## config.mk

```make
export PLATFORM = sky130hd
export DESIGN_NAME = axi_write_responder
export DESIGN_NICKNAME = d
export VERILOG_FILES = /design/src/rtl/axi_pkg.sv /design/src/rtl/axi_burst_addr_gen.sv /design/src/rtl/axi_write_responder.sv
export SDC_FILE = /design/constraint.sdc
export NUM_CORES = 1
export LEC_CHECK = 0
export CAP_MARGIN = 20
export CORE_ASPECT_RATIO = 1.1
export CORE_MARGIN = 2
export CORE_UTILIZATION = 44
export DETAILED_ROUTE_END_ITERATION = 7
export GPL_TIMING_DRIVEN = 0
export MAX_ROUTING_LAYER = met4
export PLACE_DENSITY = 0.87
export SLEW_MARGIN = 5
export SYNTH_ARGS = -nofsm -noshare
export SYNTH_HDL_FRONTEND = slang
export SYNTH_SLANG_ARGS = --single-unit
```

## constraint.sdc

```tcl
create_clock -name clk -period 5.6 [get_ports clk]
set_input_delay 1.12 -clock clk [delete_from_list [all_inputs] [get_ports clk]]
set_output_delay 1.12 -clock clk [all_outputs]
set_load 0.005 [all_outputs]
```

## src/rtl/axi_pkg.sv

```systemverilog
// Shared AXI definitions for the slave-side responders: FSM states,
// burst/response encodings and the supported transfer size.
package axi_pkg;

  localparam int AXI_IDS_BITS = 8;

  typedef enum logic [1:0] {
    IDLE = 2'd0,
    DATA = 2'd1,
    RESP = 2'd2
  } state_t;

  localparam logic [1:0] FIXED  = 2'b00;
  localparam logic [1:0] INCR   = 2'b01;

  localparam logic [1:0] OKAY   = 2'b00;
  localparam logic [1:0] SLVERR = 2'b10;
  localparam logic [1:0] DECERR = 2'b11;

  localparam logic [2:0] SIZE_WORD = 3'b010;

  // A burst is unserviceable when it is not word-sized or uses WRAP/reserved.
  function automatic logic attrError(input logic [2:0] size, input logic [1:0] burst);
    return (size != SIZE_WORD) || ((burst != FIXED) && (burst != INCR));
  endfunction

endpackage

```

## src/rtl/axi_burst_addr_gen.sv

```systemverilog
// Burst address/beat tracker shared by the write and read responders.
// Load captures the burst at AW/AR acceptance; step advances one beat.
module axi_burst_addr_gen
  import axi_pkg::*;
(
  input  logic        clk,
  input  logic        rst,
  input  logic        i_load,
  input  logic [31:0] i_addr,
  input  logic [3:0]  i_len,
  input  logic [1:0]  i_burst,
  input  logic        i_step,
  output logic [31:0] o_addr,
  output logic        o_last_beat
);

  logic [31:0] r_addr;
  logic [3:0]  r_cnt;
  logic [3:0]  r_len;
  logic        r_incr;

  // Only INCR moves the address; FIXED and illegal burst types hold it.
  always_ff @(posedge clk) begin
    if (rst) begin
      r_addr <= '0;
      r_cnt  <= '0;
      r_len  <= '0;
      r_incr <= 1'b0;
    end else if (i_load) begin
      r_addr <= i_addr;
      r_cnt  <= '0;
      r_len  <= i_len;
      r_incr <= (i_burst == INCR);
    end else if (i_step) begin
      if (r_incr) r_addr <= r_addr + 32'd4;
      r_cnt <= r_cnt + 4'd1;
    end
  end

  assign o_addr      = r_addr;
  assign o_last_beat = (r_cnt == r_len);

endmodule

```

## src/rtl/axi_write_responder.sv

```systemverilog
// AXI slave write responder: accepts one AW burst at a time, writes each
// W beat straight into a word-addressed SRAM port and answers with one B.
module axi_write_responder
  import axi_pkg::*;
#(
  parameter int          MEM_ADDR_BITS = 14,
  parameter logic [31:0] BASE_ADDR     = 32'h0000_0000,
  parameter logic [31:0] LIMIT_ADDR    = 32'h0000_FFFF
) (
  input  logic                     clk,
  input  logic                     rst,
  input  logic [AXI_IDS_BITS-1:0]  AWID,
  input  logic [31:0]              AWADDR,
  input  logic [3:0]               AWLEN,
  input  logic [2:0]               AWSIZE,
  input  logic [1:0]               AWBURST,
  input  logic                     AWVALID,
  output logic                     AWREADY,
  input  logic [31:0]              WDATA,
  input  logic [3:0]               WSTRB,
  input  logic                     WLAST,
  input  logic                     WVALID,
  output logic                     WREADY,
  output logic [AXI_IDS_BITS-1:0]  BID,
  output logic [1:0]               BRESP,
  output logic                     BVALID,
  input  logic                     BREADY,
  output logic                     mem_ce,
  output logic [3:0]               mem_we,
  output logic [MEM_ADDR_BITS-1:0] mem_addr,
  output logic [31:0]              mem_din
);

  state_t                  r_state;
  logic                    r_awready;
  logic                    r_wready;
  logic                    r_bvalid;
  logic [1:0]              r_bresp;
  logic [AXI_IDS_BITS-1:0] r_bid;
  logic                    r_err;

  logic        w_aw_hs;
  logic        w_w_hs;
  logic        w_b_hs;
  logic [31:0] w_cur_addr;
  logic        w_last_beat;
  logic        w_in_range;
  logic        w_term;
  logic        w_mismatch;

  assign w_aw_hs = AWVALID & r_awready;
  assign w_w_hs  = WVALID & r_wready;
  assign w_b_hs  = r_bvalid & BREADY;

  axi_burst_addr_gen u_addr_gen (
    .clk        (clk),
    .rst        (rst),
    .i_load     (w_aw_hs),
    .i_addr     (AWADDR),
    .i_len      (AWLEN),
    .i_burst    (AWBURST),
    .i_step     (w_w_hs),
    .o_addr     (w_cur_addr),
    .o_last_beat(w_last_beat)
  );

  // Offset-from-base compare covers both bounds in one unsigned test.
  assign w_in_range = (w_cur_addr - BASE_ADDR) <= (LIMIT_ADDR - BASE_ADDR);
  assign w_term     = w_w_hs & (WLAST | w_last_beat);
  assign w_mismatch = WLAST ^ w_last_beat;

  // Memory port is driven in the handshake cycle; any earlier error mutes it.
  assign mem_ce   = w_w_hs & w_in_range & ~r_err;
  assign mem_we   = mem_ce ? WSTRB : 4'b0000;
  assign mem_addr = mem_ce ? w_cur_addr[MEM_ADDR_BITS+1:2] : '0;
  assign mem_din  = mem_ce ? WDATA : 32'h0;

  // Responder FSM; all handshake outputs are registered here.
  always_ff @(posedge clk) begin
    if (rst) begin
      r_state   <= IDLE;
      r_awready <= 1'b0;
      r_wready  <= 1'b0;
      r_bvalid  <= 1'b0;
      r_bresp   <= OKAY;
      r_bid     <= '0;
      r_err     <= 1'b0;
    end else begin
      case (r_state)
        IDLE: begin
          if (w_aw_hs) begin
            r_awready <= 1'b0;
            r_wready  <= 1'b1;
            r_bid     <= AWID;
            r_err     <= attrError(AWSIZE, AWBURST);
            r_state   <= DATA;
          end else begin
            r_awready <= 1'b1;
          end
        end
        DATA: begin
          if (w_w_hs) begin
            r_err <= r_err | ~w_in_range | (w_term & w_mismatch);
            if (w_term) begin
              r_wready <= 1'b0;
              r_bvalid <= 1'b1;
              r_bresp  <= (r_err | ~w_in_range | w_mismatch) ? SLVERR : OKAY;
              r_state  <= RESP;
            end
          end
        end
        RESP: begin
          if (w_b_hs) begin
            r_bvalid  <= 1'b0;
            r_awready <= 1'b1;
            r_state   <= IDLE;
          end
        end
        default: r_state <= IDLE;
      endcase
    end
  end

  assign AWREADY = r_awready;
  assign WREADY  = r_wready;
  assign BVALID  = r_bvalid;
  assign BRESP   = r_bresp;
  assign BID     = r_bid;

endmodule

```

==> reports/summary.log, run 1 <==
qor: run_status.status complete, no violations
qor: sta.max_clock_freq 239 MHz
qor: logic_synthesis.synthesis.yosys.warnings 0
qor: logic_synthesis.synth.cell_area 3140 sq um
qor: worst_setup_path.reg2regPathDepth 5
qor: worst_setup_path.timing.critical_path.cells clkdlybuf4s50_1, nand2_1, nor2_2, buf_2, and2_1, clkdlybuf4s50_1
qor: sta.worst-slew-pin-transition 0.965 ns
qor: global_routing.grtUsageTotal 26.7%
qor: floorplan.floorplan.rows 32
qor: drt.final_antenna_net_count 0
qor: placement.detailedPlacementHpwl 8060 um
qor: final_layout.final_net_count 641
qor: cts.cts-htree-levels 2
qor: sta.fin_worst_hold_slack 0.467 ns
qor: final_layout.final_area 4840 sq um
qor: placement.placedInstanceArea 4740 sq um
qor: drt.vias_per_cell 5.35
qor: power.power.leakage 0.00170 uW
qor: worst_setup_path.worst_path_maximum_fanout 10
qor: power.design_power_total 874 uW
qor: final_layout.synthesis_to_finish_area_growth 54.4%
qor: sta.rsz_0062_raised_after_global_routing no
qor: cts.root_buffer sky130_fd_sc_hd__clkbuf_8
qor: cts.cts.reportedPaths.clkPinSlew 0.11 ns
qor: sta.final_hold_viol_count 0
qor: logic_synthesis.synth.mux.area_fraction 0.319%
qor: logic_synthesis.synth.yosys.seq_area_share 34.5%
qor: global_routing.first_global_vias 3303
qor: logic_synthesis.synth_cell_types 52
qor: final_layout.layout.filler_cells 564
qor: cts.cts-buffers-inserted 5
qor: global_routing.grt_max_degree 20
qor: cts.hold_buffers_post_cts 0
qor: logic_synthesis.syn_avg_cell_area 8.04 sq um
qor: drt.first_pass_iters 4
qor: floorplan.die-width 84.5 um
qor: logic_synthesis.main_combinational_cell_family_by_area_after_synthesis simple AND/OR/NAND/NOR gates
qor: worst_setup_path.setup.worst_path.start_class primary input
qor: logic_synthesis.syn-num-nets 484
qor: worst_setup_path.cpMostUsedCell sky130_fd_sc_hd__clkdlybuf4s50_1
qor: floorplan.floorplan.die_area 7820 sq um
qor: drt.routed-via-count 3388
qor: logic_synthesis.postSynthCellCount 390
qor: placement.portBuffers 150
qor: placement.gp_congestion 0.918
qor: drt.route.detailed.drc 0
qor: worst_setup_path.setup.worst_path.end_class primary output
qor: final_layout.antenna_cells_inserted 0
qor: logic_synthesis.postSynthRegisterBits 54
qor: floorplan.placeable_core_area 6970 sq um
qor: cts.cts-root-to-sink-buffers 2
qor: drt.drt_iter0_drc 215
qor: worst_setup_path.largest_stage_delay_worst_path 0.56 ns
qor: sta.period_minus_slack 4.19 ns
qor: run.cap_viol_max_count 0
qor: power.power-per-cell-area 181 nW/um^2
qor: global_routing.global_route.overflow_total 0
qor: sta.timing.setup.tns 0 ns
qor: sta.setup_viol 0
qor: cts.clock-sinks 54
qor: sta.post-route-period-util 74.8%
qor: sta.slew_viols_final 0
qor: floorplan.io-pin-count 155
qor: cts.cts_tree built
qor: logic_synthesis.yosys.area_share.adder 1.20%
qor: worst_setup_path.required 4.48 ns
qor: drt.routed_wire_length_per_instance 16.2 um
qor: global_routing.grt_first_pass_wirelength 16200 um
qor: floorplan.chipHeight 92.5 um
qor: final_layout.drive_gt1_share 6.93%
qor: drt.detail_route.wirelength 10200 um
qor: worst_setup_path.criticalPathCategory primary input to primary output
qor: logic_synthesis.synth_xor_xnor_area_share 8.66%
qor: cts.clkLatencyLatePin 0.31 ns
qor: sta.slew_headroom 35.2%
qor: floorplan.initial_util 45.0%
qor: placement.place_inst 625
qor: power.ir_worst_vdd 144 uV
qor: global_routing.grt_antenna_before_repair 0
qor: worst_hold_path.hold-path-cell-count 2
qor: worst_setup_path.worstPathArrival 3.07 ns
qor: cts.post_cts_buffers 0
qor: logic_synthesis.compound_gate_fraction_of_synth_area 13.2%
qor: worst_setup_path.critical_path.slowest_cell sky130_fd_sc_hd__clkdlybuf4s50_1
qor: sta.clock_skew 0.00709 ns
qor: worst_hold_path.holdCritPathClass flop to flop
qor: logic_synthesis.synth_simple_gate_area_share 36.0%
qor: final_layout.layoutNonFillerInstCount 633
qor: cts.cts_resized 0
## worst paths after layout
| kind | startpoint | to | slack (ns) |
|---|---|---|---|
| setup reg to reg | u_addr_gen.o_addr[7] | u_addr_gen.o_addr[25] | 3.59 |
| hold reg to reg | BID[1] | BID[1] | 0.47 |
| setup / recovery | WVALID | mem_din[24] | 1.41 |
| hold / removal | BID[1] | BID[1] | 0.47 |
## state kept, by name, indices dropped and copies added (netlist names)
register           count
BRESP                  1
u_addr_gen.o_addr     30
BID                    8
u_addr_gen.r_len       4
AWREADY                1
r_state                2
r_err                  1
BVALID                 1
WREADY                 1
u_addr_gen.r_cnt       4
u_addr_gen.r_incr      1
## kinds of logic (layout without fill, tap and decap cells)
group | after synthesis | in the layout
AO/OA/AOI/OAI | 62 | 62
XOR/XNOR | 31 | 31
multiplexers | 1 | 1
buffers and inverters | 36 | 194
other | 1 | 1
flip-flops | 54 | 54
adder cells (fa/ha/maj) | 3 | 3
AND/OR/NAND/NOR | 202 | 202
## final cells by class
type / instances / area, sq um / share of cell area [%]
sequential: 54 / 1080 / 22.3
timing repair buffer: 150 / 1500 / 31.0
clock buffer: 5 / 68.8 / 1.42
tap: 85 / 106 / 2.20
buffer: 27 / 156 / 3.23
inverter: 9 / 33.8 / 0.698
clock inverter: 3 / 28.8 / 0.594
multi-input combinational: 300 / 1860 / 38.5
## per-stage QoR
| stage | utilization, % | worst slack, ns |
|---|---|---|
| floorplan | - | 2.74 |
| global placement | 68.1 | 1.39 |
| detailed placement | 68.1 | 1.42 |
| CTS | 69.5 | 1.40 |
| global route | 69.5 | 1.29 |
| finish | 69.5 | 1.41 |
## power by group
part | internal (uW) | switching [uW] | leakage (uW)
sequential | 411 | 30.6 | 0.000442
combinational | 114 | 78.6 | 0.00121
clock | 94.0 | 146 | 0.0000506
## cell usage in the layout, fill, tap and decap left out, drive strengths merged
master,Yosys,routed
or3b,1,1
dlygate4sd1,1,1
xor2,9,9
a211oi,21,21
or2,2,2
ha,3,3
nand2,44,44
clkbuf,16,21
a2111oi,1,1
nor4,9,9
nor3b,1,1
xnor2,22,22
buf,10,10
and2,51,51
a21boi,1,1
clkinv,0,1
dfxtp,54,54
nor2b,1,1
a311oi,7,7
or3,8,8
nand3b,1,1
nor3,15,15
clkdlybuf4s50,0,150
a2bb2oi,1,1
mux2i,1,1
and4,2,2
conb,1,1
nand3,11,11
o21bai,1,1
nand4,11,11
or4,3,3
o21ai,11,11
a22oi,1,1
inv,9,11
nand2b,1,1
nor2,40,40
or4b,1,1
a21oi,17,17
o41ai,1,1
## worst max-delay path, delay by kind of cell
kind	cells	cell delay, ns
buf+inv	3	1.28
simple gates	3	0.65
## cells in the mapped netlist, drive strengths merged
cell type    instances  area share [%]
inv                  9             1.1
a21oi               17             2.7
o21bai               1            0.24
xor2                 9             2.5
or4                  3            0.84
clkbuf              16             2.1
nand2b               1            0.20
nor3b                1            0.24
nand3               11             1.8
nand4               11             3.1
dfxtp               54              34
mux2i                1            0.32
xnor2               22             6.1
or2                  2            0.40
or3                  8             1.8
o21ai               11             1.8
buf                 10             2.6
or3b                 1            0.28
nor2                40             4.9
a311oi               7             2.0
and4                 2            0.60
a21boi               1            0.24
nand2               44             5.3
ha                   3             1.2
a2111oi              1            0.28
a22oi                1            0.24
nor3                15             2.4
or4b                 1            0.32
o41ai                1            0.28
dlygate4sd1          1            0.28
nand3b               1            0.24
a2bb2oi              1            0.28
conb                 1            0.12
and2                51              10
a211oi              21             5.2
nor4                 9             3.4
nor2b                1            0.20
## layer usage
metal / part of all wire [%] / vias to the layer above / GRT usage [%] / wire, um
li1: - / 1656 / - / -
met1: 42 / 1565 / 33.9 / 4280
met2: 47 / 155 / 44.2 / 4850
met3: 9.5 / 12 / 5.26 / 977
met4: 1.4 / 0 / 5.95 / 142
met5: 0 / - / - / 0
Note: power is estimated with default switching activity, not from simulation.
==> run 2, diff against run 1 <==
--- a/config.mk
+++ b/config.mk
@@ -8,11 +8,11 @@
 export CAP_MARGIN = 20
 export CORE_ASPECT_RATIO = 1.1
 export CORE_MARGIN = 2
-export CORE_UTILIZATION = 44
+export CORE_UTILIZATION = 37
 export DETAILED_ROUTE_END_ITERATION = 7
 export GPL_TIMING_DRIVEN = 0
 export MAX_ROUTING_LAYER = met4
-export PLACE_DENSITY = 0.87
+export PLACE_DENSITY = 0.78
 export SLEW_MARGIN = 5
 export SYNTH_ARGS = -nofsm -noshare
 export SYNTH_HDL_FRONTEND = slang
==> constraint.sdc (replaced) <==
create_clock -name clk -period 3.46 [get_ports clk]
set_input_delay 0.692 -clock clk [delete_from_list [all_inputs] [get_ports clk]]
set_output_delay 0.692 -clock clk [all_outputs]
set_load 0.005 [all_outputs]
==> run 2 against run 1 <==
Net effect:
- count of clock-buffer cells in the layout is 1 higher
- worst hold slack worse by 0.0044 ns
- routed wire length is 3.4% lower
- sequential share of layout area is 0.50 points lower
- design area is 2.3% higher
- flip-flop and latch count stayed put
- largest cell class unchanged
- clock power is 91% higher
- cell count is 4.4% higher
- core utilization is 10 points lower
- largest power group unchanged
- non-clock buffer count is 2 higher
- register-to-register slack worse by 2.2 ns
- critical endpoint is now mem_din[23]
- via count is 2.6% lower
==> reports/summary.log, run 2 (same netlist as run 1, synthesis figures left out) <==
qor: run_status.status complete, no violations
qor: cts.cts_tree built
qor: final_layout.final_net_count 643
qor: worst_setup_path.setup.worst_path.start_class flop
qor: worst_setup_path.worst_path_dominant_cell_family simple AND/OR/NAND/NOR gates
qor: drt.route.detailed.drc 0
qor: global_routing.first_global_vias 3361
qor: cts.cts-buffers-inserted 5
qor: worst_setup_path.worstPathArrival 2.71 ns
qor: drt.routed-via-count 3301
qor: sta.slew_headroom 52.5%
qor: sta.post-route-period-util 98.3%
qor: run.cap_viol_max_count 0
qor: final_layout.layout.cells.most_common_list 150 x sky130_fd_sc_hd__clkdlybuf4s50_1, 54 x sky130_fd_sc_hd__dfxtp_1, 50 x sky130_fd_sc_hd__and2_1
qor: worst_setup_path.reg2reg_slack 1.42 ns
qor: global_routing.global_route.overflow_total 0
qor: power.power.leakage 0.00173 uW
qor: worst_setup_path.critical_path.slowest_cell sky130_fd_sc_hd__or4_4
qor: worst_setup_path.largest_stage_delay_worst_path 0.57 ns
qor: worst_setup_path.cp_num_buf_inv 2
qor: floorplan.io-pin-count 155
qor: drt.routed_wire_length_per_instance 15.0 um
qor: final_layout.seq_area 1080 sq um
qor: worst_setup_path.criticalPathCategory flop to primary output
qor: power.ir_worst_vdd 217 uV
qor: final_layout.layout.cells.most_common sky130_fd_sc_hd__clkdlybuf4s50_1
qor: final_layout.synthesis_to_finish_area_growth 57.9%
qor: final_layout.layout.filler_cells 768
qor: worst_setup_path.required 2.77 ns
qor: placement.gp_congestion 0.849
qor: power.design_power_total 1500 uW
qor: drt.first_pass_iters 4
qor: sta.period_minus_slack 3.40 ns
qor: final_layout.antenna_cells_inserted 0
qor: sta.final_hold_viol_count 0
qor: drt.final_antenna_net_count 0
qor: global_routing.grt_first_pass_wirelength 16000 um
qor: placement.dpl_worst_slack 0.216 ns
qor: floorplan.chipHeight 101 um
qor: drt.drt_iter0_drc 143
qor: worst_setup_path.rr_endpoint r_err
qor: worst_setup_path.worst_flop_to_flop_path_startpoint u_addr_gen.o_addr[25]
qor: sta.worst-slew-pin-transition 0.707 ns
qor: placement.detailedPlacementHpwl 7790 um
qor: floorplan.floorplan.die_area 9230 sq um
qor: sta.clock_skew 0.0131 ns
qor: final_layout.footprint_of_the_multi_input_gates 1900 sq um
qor: sta.postLayoutSetupSlackWorst 0.0576 ns
qor: global_routing.grt_max_degree 18
qor: global_routing.grtUsageTotal 22.2%
qor: cts.hold_buffers_post_cts 0
qor: cts.clkLatencyLatePin 0.31 ns
qor: floorplan.initial_util 37.7%
qor: worst_setup_path.cp-startpoint u_addr_gen.o_addr[25]
qor: drt.vias_per_cell 4.99
qor: worst_setup_path.reg2regPathDepth 5
qor: sta.max_clock_freq 294 MHz
qor: power.power-per-cell-area 303 nW/um^2
qor: worst_setup_path.timing.critical_path.cells or4_4, nor4_4, nand3_2, nor2_4, clkbuf_4, and2_1, clkdlybuf4s50_1
qor: cts.cts-htree-levels 2
qor: floorplan.die-width 91.8 um
qor: sta.slew_viols_final 0
qor: worst_setup_path.setup.worst_path.end_class primary output
qor: cts.cts-root-to-sink-buffers 2
qor: worst_setup_path.worstSetupEndpoint mem_din[23]
qor: worst_setup_path.worst_path_maximum_fanout 10
qor: final_layout.number_of_flip_flops_in_the_largest_register 30
qor: floorplan.placeable_core_area 8320 sq um
qor: drt.detail_route.wirelength 9900 um
qor: worst_hold_path.holdCritPathClass flop to flop
qor: sta.rsz_0062_raised_after_global_routing yes
qor: placement.portBuffers 150
qor: cts.root_buffer sky130_fd_sc_hd__clkbuf_8
qor: final_layout.drive_gt1_share 8.00%
qor: cts.cts.reportedPaths.clkPinSlew 0.10 ns
qor: cts.clock-sinks 54
qor: global_routing.grt_antenna_before_repair 0
qor: worst_setup_path.worst-path-stages 7
qor: floorplan.floorplan.rows 35
qor: sta.setup_viol 0
run 2: stage by stage:
stage / util [%] / TNS, ns / hold WS, ns / std cells / area (sq um)
after floorplan: - / 0 / 0.449 / 390 / 3140
after global placement: 57.4 / 0 / 0.441 / 651 / 4780
after detailed placement: 57.4 / 0 / 0.449 / 651 / 4780
after CTS: 59.1 / 0 / 0.464 / 659 / 4910
after global routing: 59.5 / -0.723 / 0.486 / 661 / 4950
final: 59.5 / 0 / 0.463 / 661 / 4950
run 2: layout make-up:
class | count | area share (%)
timing repair buffer | 152 | 30.6
clock buffer | 6 | 1.67
sequential | 54 | 21.8
buffer | 27 | 3.31
clock inverter | 2 | 0.783
multi-input combinational | 300 | 38.3
inverter | 9 | 0.682
tap | 111 | 2.81
run 2: metal layers:
metal	track usage [%]	vias up	share of wire, %
met2	40.2	115	51
met4	5.05	0	1.4
met1	25.4	1513	41
met3	4.34	11	6.1
li1	-	1662	-
met5	-	-	0
run 2: worst reg2reg max path: stages (launching register included):
cell and delay, ns:
sky130_fd_sc_hd__dfxtp_1 0.37, sky130_fd_sc_hd__or4_4 0.57, sky130_fd_sc_hd__nor4_4 0.17, sky130_fd_sc_hd__nand3_2 0.19, sky130_fd_sc_hd__a2111oi_0 0.47, sky130_fd_sc_hd__o41ai_1 0.15
run 2: worst min-delay path by stage:
| stage | endpoint | startpoint | cells past startpoint |
|---|---|---|---|
| after floorplan | u_addr_gen.r_len[0] | u_addr_gen.r_len[0] | 2 |
| after detailed placement | BID[5] | BID[5] | 2 |
| after global routing | BID[6] | BID[6] | 2 |
| after global placement | BID[5] | BID[5] | 2 |
| after CTS | BID[5] | BID[5] | 2 |
| final | BID[1] | BID[1] | 2 |
run 2: timing repair:
| item | CTS | global route |
|---|---|---|
| hold endpoints to repair | 0 | 0 |
| pin swaps | 0 | 2 |
| cloned | 0 | 0 |
| setup buffers | 0 | 1 |
| setup endpoints to repair | 34 | 49 |
| gates resized for setup | 3 | 11 |
run 2: report_power, final:
part	switching, uW	internal [uW]
clock network	219	238
registers	51.4	665
logic	131	193
total	402	1100
==> run 3, diff against run 2 <==
--- a/config.mk
+++ b/config.mk
@@ -7,7 +7,7 @@
 export LEC_CHECK = 0
 export CAP_MARGIN = 20
 export CORE_ASPECT_RATIO = 1.1
-export CORE_MARGIN = 2
+export CORE_MARGIN = 5
 export CORE_UTILIZATION = 37
 export DETAILED_ROUTE_END_ITERATION = 7
 export GPL_TIMING_DRIVEN = 0
==> run 3 against run 2 <==
Net effect:
- flip-flop and latch count stayed put
- die area up 13%
- sequential power is essentially flat
- highest routed layer unchanged
- worst setup slack improved by 0.048 ns
- count of clock-buffer cells in the layout unchanged
- critical path depth unchanged
- core utilization is 0.24 points lower
- maximum frequency is 1.4% higher
- largest power group unchanged
==> reports/summary.log, run 3 (same netlist as run 1, synthesis figures left out) <==
qor: run_status.status complete, no violations
qor: drt.routed_wire_length_per_instance 15.9 um
qor: floorplan.floorplan.rows 35
qor: cts.cts_tree built
qor: power.power-per-cell-area 296 nW/um^2
qor: floorplan.floorplan.die_area 10400 sq um
qor: drt.final_antenna_net_count 0
qor: drt.drt_iter0_drc 218
qor: power.ir_worst_vdd 215 uV
qor: worst_setup_path.worstPathArrival 2.66 ns
qor: floorplan.placeable_core_area 8320 sq um
qor: power.seq_power_share 48.8%
qor: final_layout.number_of_flip_flops_in_the_largest_register 30
qor: sta.setup_viol 0
qor: worst_setup_path.required 2.77 ns
qor: run.cap_viol_max_count 0
qor: final_layout.final_net_count 642
qor: floorplan.chipHeight 107 um
qor: floorplan.io-pin-count 155
qor: cts.cts-root-to-sink-buffers 2
qor: power.power.leakage 0.00181 uW
qor: power.share_of_total_power_in_combinational_logic 21.9%
qor: placement.detailedPlacementHpwl 8580 um
qor: drt.detail_route.wirelength 10500 um
qor: global_routing.grt_antenna_before_repair 0
qor: cts.clock-sinks 54
qor: sta.max_clock_freq 298 MHz
qor: global_routing.grt_first_pass_wirelength 17000 um
qor: floorplan.initial_util 37.7%
qor: worst_setup_path.largest_stage_delay_worst_path 0.56 ns
qor: cts.cts-htree-levels 2
qor: final_layout.fin_util 59.3%
qor: global_routing.first_global_vias 3359
qor: power.clock_power_share 29.2%
qor: drt.routed-via-count 3356
qor: placement.portBuffers 150
qor: cts.cts-buffers-inserted 5
qor: worst_setup_path.critical_path.slowest_cell sky130_fd_sc_hd__or4_1
qor: global_routing.global_route.overflow_total 0
qor: final_layout.drive_gt1_share 7.47%
qor: sta.post-route-period-util 96.9%
qor: global_routing.grt_max_degree 17
qor: placement.gp_congestion 0.874
qor: sta.slew_viols_final 0
qor: sta.worst-slew-pin-transition 0.990 ns
qor: drt.vias_per_cell 5.08
qor: drt.route.detailed.drc 0
qor: worst_setup_path.cp_num_buf_inv 2
qor: final_layout.final_area 4930 sq um
qor: sta.period_minus_slack 3.35 ns
qor: final_layout.layout.cells.most_common_list 144 x sky130_fd_sc_hd__clkdlybuf4s50_1, 54 x sky130_fd_sc_hd__dfxtp_1, 50 x sky130_fd_sc_hd__and2_1
qor: sta.final_hold_viol_count 0
qor: cts.root_buffer sky130_fd_sc_hd__clkbuf_8
qor: power.power.share.switching 26.8%
qor: sta.slew_headroom 33.5%
qor: floorplan.die-width 97.8 um
qor: power.switching_power_summed_over_all_nets 391 uW
qor: final_layout.layout.cells.most_common sky130_fd_sc_hd__clkdlybuf4s50_1
qor: worst_setup_path.setup.worst_path.end_class primary output
qor: cts.cts.reportedPaths.clkPinSlew 0.10 ns
qor: worst_setup_path.criticalPathCategory flop to primary output
qor: final_layout.synthesis_to_finish_area_growth 57.3%
qor: sta.clock_skew 0.0108 ns
qor: worst_setup_path.setup.worst_path.start_class flop
qor: cts.clkLatencyLatePin 0.31 ns
qor: worst_hold_path.holdCritPathClass flop to flop
qor: worst_setup_path.worst_path_maximum_fanout 10
qor: global_routing.grtUsageTotal 20.4%
qor: worst_setup_path.worst_path_dominant_cell_family simple AND/OR/NAND/NOR gates
qor: placement.placedInstanceArea 4780 sq um
qor: final_layout.antenna_cells_inserted 0
qor: drt.first_pass_iters 4
qor: worst_setup_path.timing.critical_path.cells or4_1, nor4_2, nand3_2, nor2_4, clkbuf_2, and2_1, clkdlybuf4s50_1
qor: power.intPower 1070 uW
==> run 3: timing repair <==
item	4_1_cts	5_1_grt
hold buffers	0	0
resized for setup	5	11
gates cloned	0	0
setup buffers	0	1
setup endpoints to repair	45	21
pin swaps	0	2
==> run 3: routing by layer <==
layer / up-vias / track usage [%] / part of all wire (%)
met3: 7 / 7.68 / 9.5
met5: - / - / 0
met4: 0 / 3.17 / 0.53
met2: 129 / 34.3 / 49
li1: 1656 / - / -
met1: 1564 / 23.8 / 41
==> run 3: worst paths after layout <==
| check | depth (start not counted) | endpoint | slack (ns) | from |
|---|---|---|---|---|
| setup / recovery | 7 | mem_addr[5] | 0.11 | u_addr_gen.o_addr[25] |
| hold / removal | 2 | BID[5] | 0.46 | BID[5] |
| setup reg to reg | 6 | r_err | 1.36 | u_addr_gen.o_addr[25] |
| hold reg to reg | 2 | BID[5] | 0.46 | BID[5] |
==> run 3: worst min-delay path, stage by stage, from the launching register on <==
cell                      delay, ns
sky130_fd_sc_hd__dfxtp_1       0.32
sky130_fd_sc_hd__nand2_1       0.05
sky130_fd_sc_hd__a21oi_1       0.05
==> run 3: power by group through the flow <==
stage	combinational, uW	clock (uW)	sequential, uW
finish	320	427	714
global route	353	455	721
CTS	321	434	713
detailed placement	313	0	727
global placement	308	0	725
floorplan	144	0	716
==> run 3: stage by stage <==
step / instances / power, uW / TNS [ns] / setup WS (ns) / hold WS, ns
CTS: 659 / 1470 / 0 / 0.0275 / 0.464
global placement: 651 / 1030 / 0 / 0.187 / 0.441
detailed placement: 651 / 1040 / 0 / 0.135 / 0.449
finish: 660 / 1460 / 0 / 0.106 / 0.459
floorplan: 390 / 860 / 0 / 1.12 / 0.449
global route: 660 / 1530 / -0.00375 / -0.00375 / 0.494
==> run 3: final cells by class <==
type / instances / area [sq um]
Buffer: 27 / 161
Clock inverter: 2 / 37.5
Sequential cell: 54 / 1080
Timing Repair Buffer: 151 / 1520
Inverter: 9 / 33.8
Fill cell: 722 / 3390
Clock buffer: 6 / 72.6
Multi-Input combinational cell: 300 / 1890
Tap cell: 111 / 139
==> RTL change 1 (flow settings as in run 3) <==
Make the reset (`rst`) asynchronous in 2 clocked blocks.
--- a/src/rtl/axi_burst_addr_gen.sv
+++ b/src/rtl/axi_burst_addr_gen.sv
@@ -22,3 +22,3 @@
   // Only INCR moves the address; FIXED and illegal burst types hold it.
-  always_ff @(posedge clk) begin
+  always_ff @(posedge clk or posedge rst) begin
     if (rst) begin
--- a/src/rtl/axi_write_responder.sv
+++ b/src/rtl/axi_write_responder.sv
@@ -78,3 +78,3 @@
   // Responder FSM; all handshake outputs are registered here.
-  always_ff @(posedge clk) begin
+  always_ff @(posedge clk or posedge rst) begin
     if (rst) begin
Behaviour: differs if rst is asserted again (counterexample within 4 cycles, from zero or initial values and one cycle with rst high); with rst held inactive, the same outputs for 4 cycles.
==> RTL change 1 against run 3 <==
- worst setup slack lost 0.010 ns
- sequential cell count unchanged
- design area grew 0.13%
- first-iteration DRC count shrank 58%
- area after synthesis increased by 0.20%
- routed wire length down 11%
- via count is 10% lower
Power is not compared: it rests on default switching activity, and its combinational part moved more than twofold at a synthesized area within 25%.
==> RTL change 1: results (changes against run 3) <==
| Metric | Value |
|---|---|
| Worst Reg-to-Reg Cells | `7 (was 6)` |
| CP endpoint | `mem_din[31] (was mem_addr[5])` |
| Post-DP Area | `0.00481 mm2 (was 0.00478 mm2)` |
| Vias in the first global route | `3120 (was 3359)` |
| Final nets | `609 (was 642)` |
| WP data arrival | `2.67 ns (was 2.66 ns)` |
| Vias after detailed routing | `3006 (was 3356)` |
| Total track usage | `0.182 (was 0.204)` |
| Hold path depth | `2 (unchanged)` |
| PortBufs | `151 (was 150)` |
| Ys Warns | `0 (unchanged)` |
| Global-route wire length before repair | `15300 um (was 17000 um)` |
| R2r endpoint | `u_addr_gen.o_addr[30] (was r_err)` |
| Layout fillers | `744 (was 722)` |
| GP Congestion | `0.879 (was 0.874)` |
| Initial DRC count | `92 (was 218)` |
| Mapped Nets | `449 (was 484)` |
| DR WL met2 | `4800 um (was 5110 um)` |
| Asr flop ratio synth | `1.00 (was 0)` |
| Relative slew slack | `0.479 (was 0.335)` |
| Final clock skew | `0.00673 ns (was 0.0108 ns)` |
| Sequential share of the synthesized area | `0.430 (was 0.345)` |
| Worst r2r src | `u_addr_gen.o_addr[2] (was u_addr_gen.o_addr[25])` |
| Global Route met3 Usage | `0.0377 (was 0.0768)` |
| R2R setup slack | `1.53 ns (was 1.36 ns)` |
| Iteration count of the initial detailed-routing pass | `4 (unchanged)` |
| Top FF cell, synth | `dfrtp_1 (was dfxtp_1)` |
| Met3 wire len | `447 um (was 994 um)` |
| DP HPWL | `7440 um (was 8580 um)` |
| Cell variety after synth | `42 (was 52)` |
| Most instantiated cells after synthesis | `nand2_1, dfrtp_1, and2_1 (was dfxtp_1, and2_1, nand2_1)` |
| GR Layer Usage met1 | `0.225 (was 0.238)` |
| Layout cells sized above 1 | `0.0736 (was 0.0747)` |
| Worst-Skew Late Latency | `0.31 ns (about the same)` |
| CTS HTree Levels | `2 (unchanged)` |
| Drt wl/cell | `14.8 um (was 15.9 um)` |
| Met2 usage | `0.311 (was 0.343)` |
| Cell-internal power | `1540 uW` |
| Status | `finished clean (unchanged)` |
| Number of antenna violations at the first check in global routing | `0 (unchanged)` |
| Largest net degree at the start of global routing | `31 (was 17)` |
| Met1 WL | `3960 um (was 4310 um)` |
| Top cells by area, synth | `dfrtp_1, and2_1, xnor2_1 (was dfxtp_1, and2_1, xnor2_1)` |
| CP Launch Point | `u_addr_gen.o_addr[18] (was u_addr_gen.o_addr[25])` |
## RTL change 1: cell count changes after synthesis, moves of 5 or more
cell,delta
dfrtp_1,+54
dfxtp_1,-54
nor2_1,-26
a211oi_1,-19
nand2_1,+16
o21ai_0,+13
a21oi_1,-12
mux2_2,+8
a311oi_1,-7
o21ai_1,+7
nor4_1,+6
or3_1,-6
xnor2_1,+5
## RTL change 1: power groups by stage
stage	Sequential [uW]	Clock, uW	Combinational, uW
final	1140	365	904
after detailed placement	1150	0	909
after floorplan	1090	0	544
after CTS	1130	378	918
after global placement	1130	0	883
after global routing	1180	410	1000
## RTL change 1: repair_timing
action	in CTS	in global routing
pin swaps	1	1
setup endpoints to repair	48	48
setup buffers	1	0
resized for setup	3	11
## RTL change 1: cell type report
class,count,area [um2],share of cell area
multi-input combinational,274,1670,0.339
timing repair buffer,153,1540,0.312
sequential,54,1350,0.274
tap,111,139,0.0281
buffer,21,118,0.0238
clock buffer,5,68.8,0.0139
clock inverter,3,23.8,0.00481
inverter,6,22.5,0.00456
## RTL change 1: cells by family after synthesis
| kind of cell | synth area share |
|---|---|
| simple gates | 0.318 |
| flops | 0.430 |
| compound gates | 0.0689 |
| xor+xnor | 0.0976 |
| buf+inv | 0.0402 |
| mux | 0.0319 |
| fa+ha+maj | 0.0119 |
| other cells | 0.00119 |
## RTL change 1: metrics by stage
step / TNS, ns / hold slack (ns) / worst slack, ns / cells / utilization
global route: -0.352 / 0.542 / -0.0372 / 627 / 0.593
finish: 0 / 0.492 / 0.0956 / 627 / 0.593
detailed placement: 0 / 0.475 / 0.0584 / 618 / 0.578
global placement: 0 / 0.462 / 0.0306 / 617 / 0.576
floorplan: 0 / 0.445 / 1.12 / 355 / -
CTS: 0 / 0.499 / 0.0235 / 627 / 0.592
## RTL change 1: worst min-delay path by stage
stage / startpoint / to / slack, ns
3_3_place_gp: u_addr_gen.r_incr / u_addr_gen.r_incr / 0.46
3_5_place_dp: u_addr_gen.r_incr / u_addr_gen.r_incr / 0.47
2_1_floorplan: u_addr_gen.r_incr / u_addr_gen.r_incr / 0.44
5_1_grt: BID[6] / BID[6] / 0.54
6_report: u_addr_gen.r_incr / u_addr_gen.r_incr / 0.49
4_1_cts: u_addr_gen.r_incr / u_addr_gen.r_incr / 0.50
## RTL change 1: worst max-delay path, cell delays in order (launching register included)
cell and delay, ns:
dfrtp_2 0.45, or4_1 0.54, nor3_2 0.18, nand4_4 0.14, nor2_4 0.21, buf_4 0.20, and2_1 0.13, clkdlybuf4s50_1 0.52
==> RTL change 2 (settings of run 3) <==
Made on the original files. Change the package constant `AXI_IDS_BITS` from 8 to 6.
--- a/src/rtl/axi_pkg.sv
+++ b/src/rtl/axi_pkg.sv
@@ -4,3 +4,3 @@
 
-  localparam int AXI_IDS_BITS = 8;
+  localparam int AXI_IDS_BITS = 6;
 
Ports: changed (resized AWID and BID); port bits go from 155 to 151. No check against the original RTL was run, so the function may have changed too.
==> RTL change 2 against run 3 <==
- area after synthesis is 0.60% higher
- clock skew is 0.0064 ns lower
- sequential cell count is 2 lower
- cell count is 0.61% higher
- worst setup slack better by 0.076 ns
- total power is 3.9% lower
- die area is 0.54% higher
- core utilization is 1.0 points lower
- design area is 1.2% lower
- critical path type unchanged
- critical path depth is 1 lower
- sequential share of layout area is 0.55 points lower
- first-iteration DRC count is 1.8% lower
- routed wire length is 7.1% higher
==> RTL change 2: results (changes against run 3) <==
| Metric | Value |
|---|---|
| Max Root-Sink Buffers | `2 (unchanged)` |
| Post-CTS setup buffer count | `0 (unchanged)` |
| Sequential share of the synthesized area | `0.330 (was 0.345)` |
| Ys Warns | `0 (unchanged)` |
| Mapped Nets | `491 (was 484)` |
| Layout cells sized above 1 | `0.0434 (was 0.0747)` |
| DP HPWL | `8830 um (was 8580 um)` |
| Total track usage | `0.215 (was 0.204)` |
| Leakage | `0.00170 uW (was 0.00181 uW)` |
| Number of flip-flops in the largest register | `30 (unchanged)` |
| CP endpoint | `mem_din[25] (was mem_addr[5])` |
| Top cells by area, synth | `dfxtp_1, and2_1, nor2_1 (was dfxtp_1, and2_1, xnor2_1)` |
| Gr ovfl total | `0 (unchanged)` |
| CP delay by family, top | `simple AND/OR/NAND/NOR gates (unchanged)` |
| Final clock skew | `0.00434 ns (was 0.0108 ns)` |
| Cell variety after synth | `42 (was 52)` |
| GP Congestion | `0.887 (was 0.874)` |
| Global-route wire length before repair | `17900 um (was 17000 um)` |
| Status | `finished clean (unchanged)` |
| Worst-path clk slew | `0.10 ns (about the same)` |
| Iteration count of the initial detailed-routing pass | `5 (was 4)` |
| Drt wl/cell | `16.9 um (was 15.9 um)` |
| Number of antenna violations at the first check in global routing | `0 (unchanged)` |
| R2R setup slack | `1.41 ns (was 1.36 ns)` |
| Most instantiated cells after synthesis | `dfxtp_1, and2_1, nor2_1 (was dfxtp_1, and2_1, nand2_1)` |
| R2r endpoint | `u_addr_gen.o_addr[22] (was r_err)` |
| Vias in the first global route | `3538 (was 3359)` |
| WP data arrival | `2.59 ns (was 2.66 ns)` |
| Asr flop ratio synth | `0 (unchanged)` |
| Avg Vias per Cell | `5.34 (was 5.08)` |
| CP Launch Point | `u_addr_gen.o_addr[20] (was u_addr_gen.o_addr[25])` |
| Slowest CP cell | `clkdlybuf4s50_1 (was or4_1)` |
| CTS HTree Levels | `2 (unchanged)` |
| Max stage delay on crit path | `0.51 ns (was 0.56 ns)` |
| CTS Buf Count | `5 (unchanged)` |
| Hold Crit Class | `flop to flop (unchanged)` |
| Largest net degree at the start of global routing | `17 (unchanged)` |
| CP Max Fanout | `10 (unchanged)` |
| Period utilization | `0.947 (was 0.969)` |
| Worst Reg-to-Reg Cells | `6 (unchanged)` |
| Worst slew pin tran | `0.694 ns (was 0.990 ns)` |
| Final nets | `644 (was 642)` |
| Placement Setup Slack | `-0.00405 ns (was 0.135 ns)` |
| Sw Pwr | `414 uW (was 391 uW)` |
| CTS root buffer | `clkbuf_8 (unchanged)` |
| Worst r2r src | `u_addr_gen.o_addr[3] (was u_addr_gen.o_addr[25])` |
| Post-DP Area | `0.00475 mm2 (was 0.00478 mm2)` |
| PortBufs | `146 (was 150)` |
| Worst-Skew Late Latency | `0.31 ns (about the same)` |
| Diode count | `0 (unchanged)` |
| Initial DRC count | `214 (was 218)` |
| Maximum VDD drop | `0.178 mV (was 0.215 mV)` |
| Layout fillers | `776 (was 722)` |
[RTL change 2: cells by family after synthesis]
| group | share of synthesized area |
|---|---|
| compound gates | 0.143 |
| xor+xnor | 0.0500 |
| fa+ha+maj | 0.0119 |
| buf+inv | 0.0488 |
| flops | 0.330 |
| mux | 0.0222 |
| other cells | 0.00119 |
| simple gates | 0.393 |
[RTL change 2: what timing repair did]
action	in CTS	in global routing
hold endpoints to repair	0	0
pin swaps	0	1
resized for setup	1	8
endpoints found under the setup margin	45	42
[RTL change 2: through the flow]
step / instances / utilization
floorplan: 399 / -
global placement: 656 / 0.568
detailed placement: 656 / 0.568
CTS: 664 / 0.581
global route: 664 / 0.582
finish: 664 / 0.582
[RTL change 2: power by group through the flow]
stage | Combinational [uW] | Clock, uW | Sequential (uW)
after floorplan | 151 | 0 | 696
after global placement | 310 | 0 | 708
after detailed placement | 318 | 0 | 709
after CTS | 322 | 383 | 696
after global routing | 357 | 414 | 705
final | 329 | 378 | 698
[RTL change 2: routing by layer]
layer | vias up | global-route usage | wire length, um
met1 | 1653 | 0.266 | 4730
met3 | 20 | 0.0390 | 691
met2 | 123 | 0.362 | 5590
li1 | 1748 | - | -
met5 | - | - | 0
met4 | 0 | 0.0524 | 204
[RTL change 2: area by class of cell]
type                       count  area (um2)  share of cell area
buffer                        31         143              0.0293
clock buffer                   6        82.6              0.0170
clock inverter                 2        13.8             0.00283
inverter                       4        15.0             0.00308
multi-input combinational    312        1980               0.406
sequential                    52        1040               0.214
tap                          111         139              0.0285
timing repair buffer         146        1460               0.300
[RTL change 2: how the worst min path moves through the flow]
stage	startpoint	endpoint	slack [ns]	cells past startpoint
floorplan	u_addr_gen.r_len[0]	u_addr_gen.r_len[0]	0.45	2
global placement	u_addr_gen.r_len[1]	u_addr_gen.r_len[1]	0.46	2
detailed placement	u_addr_gen.r_len[3]	u_addr_gen.r_len[3]	0.46	2
CTS	u_addr_gen.r_len[3]	u_addr_gen.r_len[3]	0.48	2
global route	u_addr_gen.r_len[2]	u_addr_gen.r_len[2]	0.51	2
finish	u_addr_gen.r_len[3]	u_addr_gen.r_len[3]	0.48	2
[RTL change 2: worst register-to-register path, cell delays in order, from the launching register on]
cell,delay (ns)
dfxtp_1,0.50
ha_1,0.23
and4_1,0.20
buf_4,0.15
nand2_1,0.19
or4_1,0.44
a311oi_1,0.26
